**src/rtl/vision_pkg.sv**
```systemverilog
// vision_pkg: shared widths and state encoding for the vision pipeline blocks
package vision_pkg;
  localparam int MOM_W = 32;
  localparam int DIV_ITERS = 32;
  typedef enum logic [2:0] {IDLE, SNAP, CHECK, DIV_X, DIV_Y, OUT} centroid_state_t;
endpackage

```
**src/rtl/seq_divider.sv**
```systemverilog
// seq_divider: 32/32 unsigned restoring divider, one quotient bit per cycle
module seq_divider
  import vision_pkg::*;
(
  input  logic             clk,
  input  logic             srst,
  input  logic             start,
  input  logic [MOM_W-1:0] dividend,
  input  logic [MOM_W-1:0] divisor,
  output logic [MOM_W-1:0] quotient,
  output logic             done
);
  logic [MOM_W-1:0] rem, quo, d;
  logic [5:0] cnt;
  logic [MOM_W:0] sh;
  logic fit;
  // quotient/done are combinational so the caller can capture on the 32nd edge itself
  always_comb begin
    sh = {rem, quo[MOM_W-1]};
    fit = sh >= {1'b0, d};
    quotient = {quo[MOM_W-2:0], fit};
    done = cnt == 6'd1;
  end
  always_ff @(posedge clk) begin
    if (srst) begin
      rem <= '0;
      quo <= '0;
      d <= '0;
      cnt <= '0;
    end else if (start) begin
      rem <= '0;
      quo <= dividend;
      d <= divisor;
      cnt <= 6'(DIV_ITERS);
    end else if (cnt != 6'd0) begin
      rem <= fit ? MOM_W'(sh - {1'b0, d}) : sh[MOM_W-1:0];
      quo <= quotient;
      cnt <= cnt - 6'd1;
    end
  end
endmodule

```
**src/rtl/centroid_ctrl.sv**
```systemverilog
// centroid_ctrl: per-frame moment snapshot, centroid division and result handshake
module centroid_ctrl
  import vision_pkg::*;
#(
  parameter int COORD_W = 12,
  parameter int MIN_PIX = 64,
  parameter int TIMEOUT_CYC = 2_000_000
) (
  input  logic               clk,
  input  logic               srst,
  input  logic               enable,
  input  logic               frame_start,
  input  logic [MOM_W-1:0]   m00,
  input  logic [MOM_W-1:0]   m10,
  input  logic [MOM_W-1:0]   m01,
  output logic [COORD_W-1:0] cx,
  output logic [COORD_W-1:0] cy,
  output logic [MOM_W-1:0]   pix_cnt,
  output logic               target_lost,
  output logic               res_valid,
  input  logic               res_ready,
  output logic               busy,
  output logic               timeout,
  output logic [15:0]        drop_cnt
);
  centroid_state_t state, nxt;
  logic [MOM_W-1:0] snap_m00, snap_m10, snap_m01, div_a, div_q, to_cnt;
  logic armed, fs_en, hs, lost, drop, div_start, div_done;
  function automatic logic [COORD_W-1:0] sat(input logic [MOM_W-1:0] q);
    return (q >> COORD_W) != '0 ? '1 : q[COORD_W-1:0];
  endfunction
  assign fs_en = frame_start & enable;
  assign hs = state == OUT && res_ready;
  assign lost = snap_m00 < MOM_W'(MIN_PIX);
  assign drop = fs_en && state != IDLE && !hs;
  always_ff @(posedge clk) state <= srst ? IDLE : nxt;
  always_comb begin
    nxt = state;
    case (state)
      IDLE:    nxt = fs_en && armed ? SNAP : IDLE;
      SNAP:    nxt = CHECK;
      CHECK:   nxt = lost ? OUT : DIV_X;
      DIV_X:   nxt = div_done ? DIV_Y : DIV_X;
      DIV_Y:   nxt = div_done ? OUT : DIV_Y;
      OUT:     nxt = !res_ready ? OUT : fs_en && armed ? SNAP : IDLE;
      default: nxt = IDLE;
    endcase
  end
  always_comb begin
    busy = state != IDLE;
    res_valid = state == OUT;
    div_start = (state == CHECK && !lost) || (state == DIV_X && div_done);
    div_a = state == CHECK ? snap_m10 : snap_m01;
  end
  seq_divider u_div (
    .clk(clk),
    .srst(srst),
    .start(div_start),
    .dividend(div_a),
    .divisor(snap_m00),
    .quotient(div_q),
    .done(div_done)
  );
  always_ff @(posedge clk) begin
    if (srst) begin
      armed <= 1'b0;
      snap_m00 <= '0;
      snap_m10 <= '0;
      snap_m01 <= '0;
      cx <= '0;
      cy <= '0;
      pix_cnt <= '0;
      target_lost <= 1'b1;
      drop_cnt <= '0;
      to_cnt <= '0;
    end else begin
      // a frame seen while disarmed only re-arms; its moments are partial
      armed <= !enable ? 1'b0 : (fs_en && (state == IDLE || hs)) ? 1'b1 : armed;
      if (state == SNAP) begin
        snap_m00 <= m00;
        snap_m10 <= m10;
        snap_m01 <= m01;
      end
      if (state == CHECK) pix_cnt <= snap_m00;
      if (state == CHECK && lost) target_lost <= 1'b1;
      if (state == DIV_X && div_done) cx <= sat(div_q);
      if (state == DIV_Y && div_done) begin
        cy <= sat(div_q);
        target_lost <= 1'b0;
      end
      if (drop && drop_cnt != 16'hFFFF) drop_cnt <= drop_cnt + 16'd1;
      to_cnt <= frame_start ? '0 : to_cnt != MOM_W'(TIMEOUT_CYC) ? to_cnt + 1'b1 : to_cnt;
    end
  end
  assign timeout = to_cnt == MOM_W'(TIMEOUT_CYC);
endmodule

```
**config.mk**
```make
export PLATFORM = sky130hd
export DESIGN_NAME = centroid_ctrl
export DESIGN_NICKNAME = d
export VERILOG_FILES = /design/src/rtl/vision_pkg.sv /design/src/rtl/seq_divider.sv /design/src/rtl/centroid_ctrl.sv
export SDC_FILE = /design/constraint.sdc
export NUM_CORES = 1
export LEC_CHECK = 0
export CORE_UTILIZATION = 30
export CTS_CLUSTER_SIZE = 10
export DETAILED_ROUTE_END_ITERATION = 12
export GPL_ROUTABILITY_DRIVEN = 0
export SLEW_MARGIN = 20
export SYNTH_ARGS = -nofsm -noshare
export SYNTH_HDL_FRONTEND = slang
export SYNTH_SLANG_ARGS = --single-unit
```
**constraint.sdc**
```tcl
create_clock -name clk -period 3.69 [get_ports clk]
set_clock_uncertainty 0.2 [all_clocks]
set_input_delay 1.107 -clock clk [delete_from_list [all_inputs] [get_ports clk]]
set_output_delay 1.107 -clock clk [all_outputs]
set_load 0.05 [all_outputs]
```
[Word level (Yosys, flattened, before mapping)]
Cells that the tools add are included.
Word-level totals
  output and inout bits: 76
  bits of input ports: 101
  register bits after elaboration: 307
Operators by class
  magnitude comparators: 2
  $add $sub $neg: 4
  muxes and demuxes: 15
  bitwise gates (word level): 2
  reduce and logical (&&, ||, !) cells: 23
  eq/ne operators: 9
Operator list (number)
  two-way mux 32 bit: 4
  greater-or-equal comparator 33 x 32 -> 1 bit: 1
  adder 32 x 1 -> 32 bit (second input constant): 1
  == test 32 x 21 -> 1 bit (second input constant): 1
  less-than comparator 32 x 7 -> 1 bit (second input constant): 1
  inequality test 32 x 21 -> 1 bit (second input constant): 1
  nonzero test 32 bit: 1
  subtractor 32 bit: 1
  case mux 3 bit (6 select lines): 1
  adder 16 x 1 -> 16 bit (second input constant): 1
  inequality test 16 bit (second input constant): 1
  two-way mux 12 bit: 1
  two-way mux 6 bit: 2
  logical AND 1 bit: 10
  two-way mux 3 bit: 3
  == test 3 x 2 -> 1 bit (second input constant): 2
  == test 3 bit (second input constant): 2
  == test 6 x 1 -> 1 bit (second input constant): 1
  nonzero test 6 bit: 1
  OR reduction 2 bit: 3
  subtractor 6 x 1 -> 6 bit (second input constant): 1
  two-way mux 1 bit: 4
  nonzero test 2 bit: 2
  == test 3 x 1 -> 1 bit (second input constant): 1
  other kinds (6): 8

[Longest topological paths before layout]
  depth after elaboration: 5
  mapped depth: 14
  gate-level depth less buffers: 13

[Hierarchy]
A second synthesis with hierarchy kept.
Unflattened totals
  cells, all modules: 1975
  area, all modules: 15053.2 um^2
Modules (own cells, without submodules)
  centroid_ctrl: area each 8469.4 um^2, cells each 1108, times used 1
  seq_divider: area each 6583.8 um^2, cells each 867, times used 1

[Worst setup path before layout]
No wires, ideal clock.
  path type: register to output
  start point: reg to_cnt[9]
  end point: out timeout
  buffers on the path: 0
  slack: -0.299 ns
  arrival time: 2.682 ns
  cell stages (with the launch flop): 3
  path through: dfxtp_1 or4_1 nor4_1
On the way
  cells in the longest elaborated chain, start to end: 1
Ends and longest elaborated chain
  start: declaration: RTL line centroid_ctrl.sv:27  | logic [MOM_W-1:0] snap_m00, snap_m10, snap_m01, div_a, div_q, to_cnt;
  start signal: assignment: RTL line centroid_ctrl.sv:92  | to_cnt <= frame_start ? '0 : to_cnt != MOM_W'(TIMEOUT_CYC) ? to_cnt + 1'b1 : to_cnt;
  == test 32 x 21 -> 1 bit: RTL line centroid_ctrl.sv:95  | assign timeout = to_cnt == MOM_W'(TIMEOUT_CYC);
  end: declaration: RTL line centroid_ctrl.sv:23  | output logic timeout,
Every way passes these cells.

[Final worst setup path]
  start point: reg state[2]
  end point: out res_valid
On the way
  cells in the longest elaborated chain, start to end: 1
Ends and longest elaborated chain
  start: declaration: RTL line centroid_ctrl.sv:26  | centroid_state_t state, nxt;
  start signal: assignment: RTL line centroid_ctrl.sv:36  | always_ff @(posedge clk) state <= srst ? IDLE : nxt;
  == test 3 bit: RTL line centroid_ctrl.sv:51  | res_valid = state == OUT;
  end: declaration: RTL line centroid_ctrl.sv:20  | output logic res_valid,
Every way passes these cells.

==> metrics.md <==
| Metric | Value |
|---|---|
| Outcome | `complete, no violations` |
| Share of cells above drive strength 1 | `4.75%` |
| DRT Pass-1 Iters | `5` |
| N_diodes | `0` |
| Leak | `5.96 nW` |
| Synth Instances | `roughly 1.8k` |
| WL per Instance | `15.2 um` |
| CP Buf/Inv Count | `1` |
| CP top delay family | `buffers and inverters` |
| Post-Route WL | `39100 um` |
| Longest Clk Path Bufs | `3` |
| CTS tree | `done` |
| Mean Syn Cell Area | `around 7.7 sq um` |
| Crit path time final | `roughly 3500 ps` |
| H-tree depth | `2` |
| Mapped Area | `around 14000 sq um` |
| Layout Nets | `approximately 2.1k` |
| Largest net degree at the start of global routing | `between 150 and 200` |
| Die X | `~220 um` |
| DPL Wire Length | `approximately 27000 um` |
| Synthesized flop and latch total | `between 300 and 400` |
| Cell-internal power | `between 0.006 and 0.007 W` |
| Drt drc | `0` |
| Hold_buf cts | `0` |
| Clk root buf | `clkbuf_16` |
| Final Non-Filler Cells | `about 2.6k` |
| Syn-to-layout area delta | `23.6%` |
| Hold Fails Final Rpt | `0` |
| WP data required | `around 2400 ps` |
| Peak fanout along the critical path | `14` |
| Startpoint types | `flop` |
| Routed via count | `approximately 13k` |
| Synth warnings | `0` |
| Ys flop type | `dfxtp_1` |
| Dpl cells | `2519` |
| CP arrival | `2220 ps` |
| Tcrit/Tclk final | `a little over nine tenths` |
| Clk sinks | `~300` |
| Die Ht | `about 220 um` |
| Register share of total power | `34.1%` |
| Vias in the first global route | `~12k` |
| Max IR drop VDD | `approximately 370 uV` |
| Crit-path max cell delay | `about 800 ps` |
| Crit path kind | `reg2out` |
| # IOs | `~180` |
| Clock Latency Late Sink | `approximately 530 ps` |
| Crit path capture type | `primary output` |
| Async set-or-reset flop fraction in the synthesized netlist | `0%` |
| Biggest area consumer among synthesized cells | `dfxtp_1` |
| Highest Clock Rate | `between 200 and 300 MHz` |
| Total track usage | `between 10% and 20%` |
| Hold Crit Class | `reg2reg` |
| Detail Route Antenna Nets | `0` |
| Crit-path cells | `and3b_1 -> clkdlybuf4s50_1` |
| EDFF count, synth | `0` |
| Post-CTS Setup Inserts | `0` |
| Row Count | `slightly below 80` |
| Power density over cell area | `between 600 and 700 nW/um^2` |
| Initial antenna violation count | `0` |
| Fillcell total | `approximately 4.8k` |
| Synth cell types | `between 60 and 70` |
| Sum of negative setup slack | `0 ps` |
| Fin util | `37.5%` |
| Congestion Overflow GR | `0` |
| DRT iter0 DRCs | `about 810` |
| Register area share after synthesis | `a little over two fifths` |
| Synth top area cells | `dfxtp_1, nand2_1, a21oi_1, nor2_1, ha_1` |
| RSZ-0062 raised after global routing | `no` |
| # port buffers | `176` |
| CTS Buf Count | `37` |
| Core box area | `about 46000 sq um` |
| Worst path slowest cell | `clkdlybuf4s50_1` |
| Share of the synthesized area in the top cell type | `~44%` |
| Final setup violating endpoints | `0` |
| Total power draw | `about 0.011 W` |
| Initial Util | `a little under a third` |
| P_sw | `0.00381 W` |
| Maxcap violations | `0` |
| First-pass GRT wire length | `~63000 um` |
| Slew margin rel. | `about two fifths` |
| Synthesized Nets | `~2.0k` |
| Die Footprint | `about 48000 sq um` |
| Max Slew Vio Count | `0` |
| Sw frac | `35.3%` |
| Worst-Margin Slew | `about 870 ps` |
| DR vias/cell | `between 4 and 5` |
| Clk pwr share | `30.4%` |
| Post-CTS sizing | `0` |
| Reg clk slew, reported paths | `60 ps` |
| Combinational share of power | `roughly 36%` |
## worst reg2reg max path: cells and delay by family, from the launching register on
family / cells / cell delay (ps)
AOI/OAI and AO/OA: 7 / 1730
adders and majority gates: 2 / 560
DFF: 1 / 320
xor gates and xnor gates: 1 / 160
muxes: 1 / 130
buffers and inverters: 2 / 100
## cell usage in the layout (no fill, tap or decap), types with 5 or more instances in the layout
cell type and n:
nor4_1 14, o21ai_0 47, a21o_1 13, nand3_1 30
xor2_1 38, o21bai_1 10, nor2_1 126, nand2_1 499
clkbuf_16 37, o21a_1 7, buf_4 18, clkdlybuf4s50_1 174
nor3_1 26, clkbuf_1 5, nand4_1 19, and3_1 42
o31ai_1 5, ha_1 37, o211ai_1 5, a211oi_1 32
mux2i_1 12, a311oi_1 31, a21oi_1 247, inv_1 55
or2_2 5, buf_12 5, dfxtp_1 307, or3_1 11
xnor2_1 27
## metal layers
metal  vias to the layer above  track usage (%)  routed length [um]
met1                      6006             21.1               18100
met5                         -                0                   0
met3                        63             2.37                1570
li1                       6442                -                   -
met2                       246             27.0               18400
met4                         0             5.48                1000
## metrics by stage
stage	setup WS, ps	cell area, sq um	hold WS (ps)
6_report	164	17400	249
5_1_grt	89.9	17400	272
4_1_cts	168	17400	252
3_5_place_dp	233	16400	246
3_3_place_gp	290	16400	243
2_1_floorplan	396	14100	232
## state kept, by name, summed over array words and instances (netlist names)
register     flops
armed            1
cx              12
cy              12
drop_cnt        16
pix_cnt         32
snap_m00        32
snap_m01        32
snap_m10        32
state            3
target_lost      1
to_cnt          32
u_div.cnt        6
u_div.d         32
u_div.quo       32
u_div.rem       32
## kinds of logic (layout without fill, tap and decap cells)
family          after synthesis  in the layout  share of synthesized area (%)
xor+xnor                     65             65                           4.04
simple gates                806            806                           24.4
flops                       307            307                           43.7
compound gates              431            431                           18.6
fa+ha+maj                    38             38                           3.43
buf+inv                     175            299                           4.98
mux                          12             12                          0.853
## cells in the mapped netlist, drive strengths merged (19+ instances only)
master	number
xor2	38
a21oi	249
a211oi	34
buf	22
dfxtp	307
xnor2	27
and3	42
nand3	30
clkbuf	98
o21ai	50
nand4	19
nor3	26
nand2	503
ha	37
inv	55
nor2	128
a311oi	32
## power groups by stage
stage,sequential [W],combinational (W),clock [W]
final,0.00368,0.00384,0.00328
after global routing,0.00370,0.00425,0.00350
after CTS,0.00367,0.00384,0.00336
after detailed placement,0.00374,0.00381,0
after global placement,0.00374,0.00377,0
after floorplan,0.00370,0.00302,0
## layout make-up
cell class                 instances  area (sq um)  area share [%]
sequential                       307          6150            35.3
clock inverter                     4          77.6           0.446
clock buffer                      42           945            5.43
tap                              607           759            4.37
multi-input combinational       1352          7280            41.8
timing repair buffer             198          1990            11.4
inverter                          55           206            1.19
## path summary, 6_finish.rpt
| kind | slack [ps] | startpoint | to | cells after the start |
|---|---|---|---|---|
| setup / recovery | 160 | state[2] | res_valid | 2 |
| hold / removal | 250 | u_div.d[20] | u_div.d[20] | 2 |
| setup reg to reg | 350 | u_div.quo[31] | u_div.rem[28] | 13 |
| hold reg to reg | 250 | u_div.d[20] | u_div.d[20] | 2 |
Note: power is estimated with default switching activity, not from simulation.
